**config.mk**
```make
export PLATFORM = sky130hd
export DESIGN_NAME = factor_game_ctrl
export DESIGN_NICKNAME = d
export VERILOG_FILES = /design/src/rtl/factor_game_ctrl.sv
export SDC_FILE = /design/constraint.sdc
export NUM_CORES = 1
export LEC_CHECK = 0
export BUFFER_PORTS_ARGS = -buffer_cell sky130_fd_sc_hd__buf_2
export CORE_MARGIN = 4
export CORE_UTILIZATION = 45
export CTS_CLUSTER_DIAMETER = 200
export CTS_CLUSTER_SIZE = 28
export DETAILED_ROUTE_END_ITERATION = 8
export PLACE_DENSITY = 0.7
export SLEW_MARGIN = 20
export SYNTH_ARGS = -nofsm -noshare
export SYNTH_HDL_FRONTEND = slang
export SYNTH_SLANG_ARGS = --single-unit
```
**constraint.sdc**
```tcl
create_clock -name CLK -period 5.28 [get_ports CLK]
set_input_delay 0 -clock CLK [delete_from_list [all_inputs] [get_ports CLK]]
set_output_delay 0 -clock CLK [all_outputs]
set_load 0.02 [all_outputs]
```
**src/rtl/factor_game_ctrl.sv**
```systemverilog
// factor_game_ctrl: factor-guessing game controller (question, answer select, judge, score).
// Define FACTOR_GAME_TIMEOUT_EN to add an INPUT timeout that forces a wrong answer.
module factor_game_ctrl #(
  parameter int Q_TICKS = 50000000,
  parameter int R_TICKS = 50000000,
  parameter int ROUNDS  = 5,
  parameter int T_TICKS = 250000000
) (
  input  logic       CLK,
  input  logic       nRST,
  input  logic       BTN_START,
  input  logic       BTN_NEXT,
  input  logic       BTN_ENTER,
  output logic [3:0] STATE,
  output logic [3:0] QUE,
  output logic [3:0] SEG_Q,
  output logic [3:0] SCORE,
  output logic       LED_OK,
  output logic       LED_NG,
  output logic       DONE
);
  typedef enum logic [3:0] {
    IDLE = 4'd1, READY = 4'd2, QUESTION = 4'd3, INPUT = 4'd4, JUDGE = 4'd5, RESULT = 4'd6
  } state_t;
  localparam logic [31:0] QL = 32'(Q_TICKS - 1);
  localparam logic [31:0] RL = 32'(R_TICKS - 1);
  localparam logic [3:0]  RN = 4'(ROUNDS);
  localparam logic [3:0]  MAP [16] = '{4'd0, 4'd2, 4'd3, 4'd5, 4'd7, 4'd1, 4'd3, 4'd7,
                                       4'd9, 4'd3, 4'd0, 4'd0, 4'd0, 4'd0, 4'd0, 4'd0};
  state_t      state, state_n;
  logic [2:0]  s1, s2, s3, vld, pulse;
  logic        start, next, enter, correct, expired;
  logic [2:0]  cnt8;
  logic [31:0] timer;
  logic [3:0]  rnd, div;
  // vld keeps the edge detector blind until s3 holds a real sample, so a button held through reset never fires
  assign pulse = s2 & ~s3 & {3{vld[2]}};
  assign {enter, next, start} = pulse;
  assign div = MAP[SEG_Q];
  assign correct = !expired && div > 4'd1 && (QUE % div) == 4'd0;
  assign STATE = state;
  always_ff @(posedge CLK or negedge nRST)
    if (!nRST) begin
      s1  <= '0;
      s2  <= '0;
      s3  <= '0;
      vld <= '0;
    end else begin
      s1  <= {BTN_ENTER, BTN_NEXT, BTN_START};
      s2  <= s1;
      s3  <= s2;
      vld <= {vld[1:0], 1'b1};
    end
  always_ff @(posedge CLK or negedge nRST)
    if (!nRST) state <= IDLE;
    else state <= state_n;
  always_comb begin
    state_n = state;
    case (state)
      IDLE:     state_n = start ? READY : IDLE;
      READY:    state_n = start ? QUESTION : READY;
      QUESTION: state_n = timer == QL ? INPUT : QUESTION;
`ifdef FACTOR_GAME_TIMEOUT_EN
      INPUT:    state_n = (enter && SEG_Q != 4'd0) || timer == 32'(T_TICKS - 1) ? JUDGE : INPUT;
`else
      INPUT:    state_n = enter && SEG_Q != 4'd0 ? JUDGE : INPUT;
`endif
      JUDGE:    state_n = RESULT;
      RESULT:   state_n = timer == RL ? (rnd + 4'd1 == RN ? IDLE : READY) : RESULT;
      default:  state_n = IDLE;
    endcase
  end
`ifdef FACTOR_GAME_TIMEOUT_EN
  always_ff @(posedge CLK or negedge nRST)
    if (!nRST) expired <= 1'b0;
    else expired <= state == INPUT && state_n == JUDGE && !(enter && SEG_Q != 4'd0);
`else
  assign expired = 1'b0;
`endif
  always_ff @(posedge CLK or negedge nRST)
    if (!nRST) begin
      cnt8   <= '0;
      timer  <= '0;
      QUE    <= '0;
      SEG_Q  <= '0;
      SCORE  <= '0;
      rnd    <= '0;
      DONE   <= 1'b0;
      LED_OK <= 1'b0;
      LED_NG <= 1'b0;
    end else begin
      cnt8   <= cnt8 + 3'd1;
      timer  <= state_n != state ? '0 : timer + 32'd1;
      LED_OK <= state_n == RESULT && (state == JUDGE ? correct : LED_OK);
      LED_NG <= state_n == RESULT && (state == JUDGE ? !correct : LED_NG);
      if (state == IDLE && start) begin
        SCORE <= '0;
        rnd   <= '0;
        DONE  <= 1'b0;
      end
      if (state == READY && start) QUE <= 4'd2 + {1'b0, cnt8};
      if (state == QUESTION && state_n == INPUT) SEG_Q <= '0;
      if (state == INPUT && next && !enter) SEG_Q <= SEG_Q == 4'd9 ? 4'd1 : SEG_Q + 4'd1;
      if (state == JUDGE && correct && SCORE != 4'hf) SCORE <= SCORE + 4'd1;
      if (state == RESULT && timer == RL) begin
        rnd  <= rnd + 4'd1;
        DONE <= rnd + 4'd1 == RN;
      end
    end
endmodule

```
## After elaboration in Yosys (flattened, before gate mapping)

Memories as Yosys holds them, arrays and structs flattened.
Index checks and enable logic that the tools add are counted.

| storage, ports and cells | value |
|---|---|
| output and inout bits | 19 |
| memory bits (read-only) | 64 |
| input port bits | 5 |
| logic and storage cells | 80 |
| memories kept | 1 |
| memory bits (writable) | 0 |
| register bits | 70 |
| bits in latches | 0 |

| operators by class | value |
|---|---|
| muxes and demuxes | 20 |
| reductions and logical operators | 19 |
| multiply operators | 0 |
| $lt $le $gt $ge | 2 |
| bitwise operators | 4 |
| shift operators | 0 |
| $add $sub $neg | 6 |
| eq/ne operators | 13 |
| div/mod/pow operators | 1 |

Memory list:

| memory | words | bits a word | read ports | clocked after memory_dff | write ports | line | text |
|---|---|---|---|---|---|---|---|
| (no name shown) | 16 | 4 | 1 | 0 | 0 | 39 | `assign div = MAP[SEG_Q];` |

Operator list:

| kind | number |
|---|---|
| adder 32 x 1 -> 32 bit, second input constant | 1 |
| == test 32 x 26 -> 1 bit, second input constant | 1 |
| two-way mux 32 bit | 1 |
| two-way mux 4 bit | 8 |
| == test 4 x 3 -> 1 bit, second input constant | 6 |
| one-hot mux 3 bit (6 select lines) | 1 |
| adder 4 x 1 -> 4 bit, second input constant | 3 |
| logical AND 1 bit | 12 |
| == test 4 x 2 -> 1 bit, second input constant | 2 |
| bitwise AND 3 bit | 2 |
| two-way mux 1 bit | 6 |
| two-way mux 3 bit | 2 |
| nonzero test 2 bit | 3 |
| greater-or-equal comparator 5 bit, second input constant | 1 |
| NOT 4 -> 5 bit | 1 |
| adder 2 x 3 -> 4 bit, first input constant | 1 |
| == test 4 x 1 -> 1 bit, second input constant | 1 |
| == test 4 bit, second input constant | 1 |
| > comparator 4 x 1 -> 1 bit, second input constant | 1 |
| logical NOT 4 bit | 1 |
| remainder unit 4 x 4 -> 4 bit | 1 |
| two-way mux 2 bit | 2 |
| inequality test 4 bit | 1 |
| inequality test 4 bit, second input constant | 1 |
| 4 further kinds | 5 |

## Depth between registers and ports, before layout

Gate-level depths: netlist of run 1.

| depth | value |
|---|---|
| depth in word-level cells | 10 |
| depth in mapped cells | 27 |
| mapped depth without buffers | 26 |

## Least setup slack after synthesis of run 1

Ideal clock, no wire load.

| path | value |
|---|---|
| path kind | flip-flop to flip-flop |
| start | register SEG_Q[1] |
| end | register SCORE[3] |
| clock period less this slack | 5.124 ns |
| cell stages (with the launch flop) | 26 |
| arrival time | 5.004 ns |
| slack | 0.156 ns |
| data required time | 5.160 ns |
| library setup time | 0.120 ns |
| cell sequence | dfrtp_1 buf_6 inv_1 ha_1 and2_1 a221oi_2 o21a_1 ha_1 o31ai_1 nand2_1 or3_1 nand2_1 ha_1 o21ai_0 a31oi_4 o21ai_2 mux2_4 inv_1 ha_1 a21o_1 a21oi_1 xnor2_1 nor3_1 a32oi_4 or2b_2 a31o_1 |

| on the way | value |
|---|---|
| word-level cells in the longest chain between the ends | 10 |

Ends and longest elaborated chain:

| what | line | text |
|---|---|---|
| from (decl) | 16 | `output logic [3:0] SEG_Q,` |
| from (signal assigned) | 103 | `if (state == INPUT && next && !enter) SEG_Q <= SEG_Q == 4'd9 ? 4'd1 : SEG_Q + 4'd1;` |
| NOT 4 -> 5 bit (implied by the code) (*) | 39 |  |
| memory read (16 x 4 bit) (*) | n/a |  |
| two-way mux 4 bit (implied by the code) (*) (2 in a row) | 39 |  |
| remainder unit 4 x 4 -> 4 bit | 40 | `assign correct = !expired && div > 4'd1 && (QUE % div) == 4'd0;` |
| logical NOT 4 bit | 40 |  |
| logical AND 1 bit (*) | 40 |  |
| logical AND 1 bit (*) (2 in a row) | 104 | `if (state == JUDGE && correct && SCORE != 4'hf) SCORE <= SCORE + 4'd1;` |
| two-way mux 4 bit / nonzero test 2 bit (equally long branches) | n/a |  |
| to (signal assigned) | 104 |  |
| to (decl) | 17 | `output logic [3:0] SCORE,` |

Every way passes the cells marked *; elsewhere a longest branch is shown, timed or not. The select of a mux whose other input is x is not followed.
A chain may end at the register's enable or synchronous reset.

## Final worst setup path of run 1

| path | value |
|---|---|
| start | register SEG_Q[0] |
| end | register SCORE[3] |

The elaborated chain is that of the path after synthesis.

==> results of run 1 <==
[report_power, final]
part | total [mW] | internal, mW | switching, mW
clock | 0.379 | 0.196 | 0.183
sequential | 0.627 | 0.573 | 0.0534
combinational | 0.473 | 0.199 | 0.274
total | 1.48 | 0.969 | 0.511
[layout by cell type, fill, tap and decap left out, types with 11 or more instances in the layout]
cell      count
buf_2        22
inv_1        17
clkbuf_8     11
xor2_1       20
nand2_1      37
ha_1         16
xnor2_1      16
o21ai_1      15
nand3_1      23
dfrtp_1      67
nor2_1       60
[kinds of logic (layout without fill, tap and decap cells)]
group / after synthesis / count (layout)
AO/OA/AOI/OAI: 61 / 61
XOR/XNOR: 36 / 36
adder cells (fa/ha/maj): 18 / 18
buffers and inverters: 31 / 67
flip-flops: 69 / 69
multiplexers: 4 / 4
other: 2 / 2
AND/OR/NAND/NOR: 183 / 183
[layer usage]
metal | share of wire [%] | routed length (um) | global-route usage (%)
met1 | 49 | 3680 | 22.6
met4 | 2.0 | 148 | 6.53
met2 | 46 | 3430 | 24.5
met5 | 0 | 0 | 0
met3 | 3.3 | 251 | 3.89
[flip-flops by register name, indices dropped and copies added, names as in the netlist]
name,count
timer,32
LED_OK,1
rnd,4
LED_NG,1
SCORE,4
SEG_Q,4
cnt8,3
s1,3
DONE,1
s3,3
QUE,4
s2,3
STATE,3
vld,3
[synth_stat cells (3+ instances only)]
master | instances | area share, %
nor3b_1 | 6 | 1.2
nand4_1 | 7 | 1.1
mux2_1 | 3 | 0.88
xnor2_1 | 16 | 3.7
dfrtp_1 | 68 | 45
o211ai_1 | 4 | 0.79
inv_1 | 17 | 1.7
o21ai_1 | 15 | 2.0
a31oi_1 | 5 | 0.82
clkbuf_1 | 9 | 0.88
nor2_1 | 60 | 5.9
nand3_1 | 23 | 3.0
nand2b_1 | 5 | 0.82
nor4_1 | 6 | 0.98
and2_1 | 3 | 0.49
nor3_1 | 6 | 0.79
o21a_1 | 3 | 0.59
a21o_1 | 3 | 0.59
nor2b_1 | 7 | 1.1
o21ai_0 | 8 | 1.0
nand2_1 | 37 | 3.6
a21oi_1 | 3 | 0.39
and3_1 | 5 | 0.82
ha_1 | 17 | 5.6
xor2_1 | 20 | 4.6
[worst max-delay path, stage by stage (launching register included)]
cell and delay, ps:
dfrtp_2 450, inv_1 70, ha_2 300, and2_1 190, a221oi_2 310, o21a_1 170, ha_1 260, o31ai_1 100
nand2_1 80, or3_1 340, nand2_1 90, ha_1 250, o21ai_2 100, a31oi_4 60, o21ai_2 170, mux2_4 340
inv_1 60, ha_1 230, nand2_1 60, nand2_1 50, a21o_1 180, a21oi_2 170, and3_4 210, a32oi_4 100
or2b_2 330, a31o_1 220
[area by class of cell]
type / count / share of cell area [%]
inverter: 19 / 1.66
multi-input combinational: 304 / 46.5
clock inverter: 1 / 0.117
tap: 105 / 3.06
timing repair buffer: 32 / 4.55
sequential: 69 / 40.3
clock buffer: 15 / 3.88
[how the worst min path moves through the flow]
stage,start,endpoint,slack [ps],depth (start not counted)
final,BTN_NEXT,s1[1],300,2
after global routing,BTN_START,s1[0],290,2
after CTS,BTN_NEXT,s1[1],280,2
after detailed placement,BTN_START,s1[0],110,1
after global placement,BTN_NEXT,s1[1],110,1
after floorplan,nRST,DONE,-300,0
[stage by stage]
stage,hold slack (ps),power [mW],setup WS [ps],instances
finish,299,1.48,284,545
global route,294,1.59,3.86,545
CTS,278,1.48,92.3,544
detailed placement,110,1.09,117,524
global placement,110,1.07,339,524
floorplan,-296,0.978,156,404
[what timing repair did]
action                     4_1_cts  5_1_grt
setup endpoints to repair        0        6
buffers inserted                 0        1
gates resized for setup          0        7
hold buffers                     4        0
hold endpoints to repair        71        0
==> run metrics, run 1 <==
status completed; min-delay worst type primary input to register; Critical Path AT about 5200 ps; Synth Cell Area roughly 3800 sq um; design area roughly 4300 sq um; Pleak between 1.5 and 2 nW; Final Hold Fails 0; number of enable flip-flop cells after synthesis 0; Fmax between 200 and 250 MHz; Die Y around 100 um; asr flop ratio synth between 90% and 100%; Final Setup Violations 0; Core Util, Final between 50% and 60%; share of layout cells above drive strength 1 between 10 and 15%; DR WL/cell 13.8 um; adder and majority cell fraction of the synthesized area under 10%; final net count about 460; time the worst path needs with I/O delays and setup 5000 ps; crit path launch SEG_Q[0]; CTS H-tree lvls 3; total core area 8260 sq um; Synth Instances between 400 and 500; largest family of logic cells by synthesized area simple AND/OR/NAND/NOR gates; CP Capture Point SCORE[3]; Die ar. 10000 sq um; Worst R2R Setup Slack 280 ps; io pins 24; Setup CP Type register to register; skew final between 7 and 8 ps; RSZ-0062 raised after global routing no; ANT cells 0; initial antenna violation count 0; first-pass GRT wire length 13.3 mm; Inserted Clock Buffers 9; area of the multi-input gates 1990 sq um; mux cell area share after synthesis roughly 1.3%; via/cell ratio 5.44; Post-Place Cell Area 4050 sq um; RR Startpoint SEG_Q[0]; final wirelength about 7.5 mm; FF+latch count, synth 69; Synth cell types 63; Site Rows 33; largest net degree at the start of global routing 70; CP Capture Type register; Max-Cap Viols 0; number of global-route vias before repair about 2900; CP Max Fanout 7; clock latency on the worst-skew pair about 340 ps; DR DRC count 0; initial core utilization between 40 and 50%; simple-gate portion of the synthesized area approximately a quarter; CTS tree done; Layout area overhead 12.3%; RD Place Congestion approximately 0.92; slew margin rel. about 44%; Clock Tree Buf Depth 2; gr ovfl total 0; routed vias around 3000; Final Cycle Share between 90% and 100%; final antenna-violating net count 0; sequential area share after synthesis a little under half; CP Launch Type register; Mean Syn Cell Area around 9.5 sq um; fraction of the mapped netlist area in compound gates between 10% and 20%; First-pass DRT Iterations 4; Max Slew Vio Count 0; worst vdd ir approximately 0.15 mV; Total GRT Usage 16.2%; register area about 1700 sq um; setup TNS 0 ps; WP data required ~5500 ps; worst reg-to-reg path cell count 25; Reg clk slew, reported paths approximately 70 ps; Slew @ Worst Pin about 840 ps; PwrDens 345 nW/um^2; Synthesis Warnings 0; Root Buffer clkbuf_8; Post-synth top flop dfrtp_1; Die Wd 100 um; post-synthesis xor/xnor area fraction around 8.2%; Port Buffers 22; Mapped Nets 427; R2R Path End SCORE[3]; TritonCTS sink count 69; fillcell total roughly 760; HPWL after DPL ~5.2 mm; Iter 0 DRT Violations 95
(Power assumes the default switching activity.)
==> inputs of run 2 (changes only) <==
GPL_TIMING_DRIVEN = 0   (was unset)
==> run 2 against run 1 <==
Compared with the run above:
- via count rose by 0.64%
- clock-buffer cell count is 3 lower
- global-route usage about the same
- fmax down 1.9%
- critical path depth unchanged
- first-iteration DRC count is 21% higher
- largest power group unchanged
==> run metrics, run 2 (synthesis results as in run 1) <==
Final Cycle Share 96.5%; PwrDens between 300 and 400 nW/um^2; Core Util, Final between 50% and 60%; Site Rows 33; Total GRT Usage 16.3%; ANT cells 0; total core area 8260 sq um; Setup CP Type register to register; gr ovfl total 0; skew final about 6.2 ps; io pins 24; Max Slew Vio Count 0; largest net degree at the start of global routing between 40 and 50; Die Wd ~100 um; Final Hold Fails 0; CP Capture Type register; Post-Layout Cell Count roughly 560; Die Y 100 um; status completed; routed vias 2986; worst vdd ir a little under 0.2 mV; Slew @ Worst Pin ~680 ps; min-delay worst type primary input to async pin; WP data required around 5500 ps; Reg clk slew, reported paths around 70 ps; Reg with most FFs timer; Hold Slack between 100 and 150 ps; Iter 0 DRT Violations around 120; Overall Power around 1.6 mW; final wirelength 7.61 mm; fillcell total about 730; design area 4460 sq um; Die ar. 10000 sq um; CP Launch Type register; TritonCTS sink count 69; clock latency on the worst-skew pair 340 ps; First-pass DRT Iterations 5; Root Buffer clkbuf_8; DR DRC count 0; Post-Place Cell Area roughly 4100 sq um; most common cell after layout, fill and taps aside dfrtp_1; area of the multi-input gates 2040 sq um; most frequent cells in the layout dfrtp_1 (68), nor2_1 (60), nand2_1 (37); share of layout cells above drive strength 1 between 10% and 20%; via/cell ratio roughly 5.4; CP Max Fanout 8; CTS H-tree lvls 3; Critical Path AT between 5000 and 6000 ps; HPWL after DPL 5.39 mm; Layout area overhead 16.6%; Fmax roughly 200 MHz; Max-Cap Viols 0; Pleak 2.00 nW; initial antenna violation count 0; initial core utilization between 40% and 50%; DR WL/cell around 14 um; Final Setup Violations 0; time the worst path needs with I/O delays and setup 5090 ps; Clock Tree Buf Depth 2; final antenna-violating net count 0; RD Place Congestion approximately 0.8; number of global-route vias before repair 2865; final net count between 400 and 500; register area around 1700 sq um; max reg flops 32; Inserted Clock Buffers 9; first-pass GRT wire length ~13 mm; Port Buffers 22; slew margin rel. 54.4%; CTS tree done; placed cell count between 500 and 600
## run 2: cell types whose count changed in the layout (fill, tap and decap cells not counted), sizes merged
cell      change
clkinvlp      +1
bufinv        +2
clkbuf        +6
buf           +4
## run 2: worst paths after layout
path	from	end	slack, ps	cells after the start
min in group CLK	BTN_NEXT	s1[1]	290	2
worst min-delay path	nRST	timer[21]	110	2
worst max-delay path	SEG_Q[0]	SCORE[3]	190	25
max in group asynchronous	nRST	STATE[0]	4580	3
worst max register to register	SEG_Q[0]	SCORE[3]	190	25
worst min register to register	vld[1]	vld[2]	350	0
## run 2: cell type report
| class | count | area share (%) |
|---|---|---|
| inverter | 19 | 1.60 |
| buffer | 12 | 1.29 |
| sequential | 69 | 38.7 |
| timing repair buffer | 33 | 4.88 |
| clock buffer | 12 | 3.25 |
| clock inverter | 4 | 1.63 |
| multi-input combinational | 304 | 45.7 |
| tap | 105 | 2.95 |
## run 2: critical path, cell delays in order (launching register included)
cell and delay (ps):
dfrtp_1 460, inv_1 110, ha_4 280, and2_4 170, a221oi_4 310, o21a_1 190
ha_1 260, o31ai_1 100, nand2_1 100, or3_1 330, nand2_1 80, ha_1 250
o21ai_2 100, a31oi_4 60, o21ai_2 210, mux2_4 350, inv_1 60, ha_1 230
nand2_1 60, nand2_1 50, a21o_1 180, a21oi_2 150, and3_4 210, a32oi_4 150
or2b_4 300, a31o_1 210
## run 2: what timing repair did
item	CTS	global route
setup endpoints to repair	4	6
endpoints found under the hold margin	71	0
buffers inserted	1	5
hold buffers	4	0
pin swaps	1	6
resized for setup	7	10
## run 2: metrics by stage
stage / TNS [ps] / setup WS [ps]
after floorplan: 0 / 156
final: 0 / 187
after CTS: 0 / 18.6
after global routing: -46.5 / -46.5
after detailed placement: -267 / -177
after global placement: -116 / -116
## run 2: power by group
| group | switching, mW | internal (mW) | leakage, nW | total [mW] |
|---|---|---|---|---|
| Sequential | 0.0362 | 0.573 | 0.914 | 0.609 |
| Combinational | 0.300 | 0.228 | 0.985 | 0.528 |
| Clock | 0.193 | 0.278 | 0.107 | 0.471 |
## run 2: metal layers
metal  vias up  global-route usage (%)  wire, um
met4         0                    5.18        99
met2        38                    26.7      3670
met5         -                       0         0
li1       1484                       -         -
met1      1451                    21.0      3550
met3        13                    4.38       286
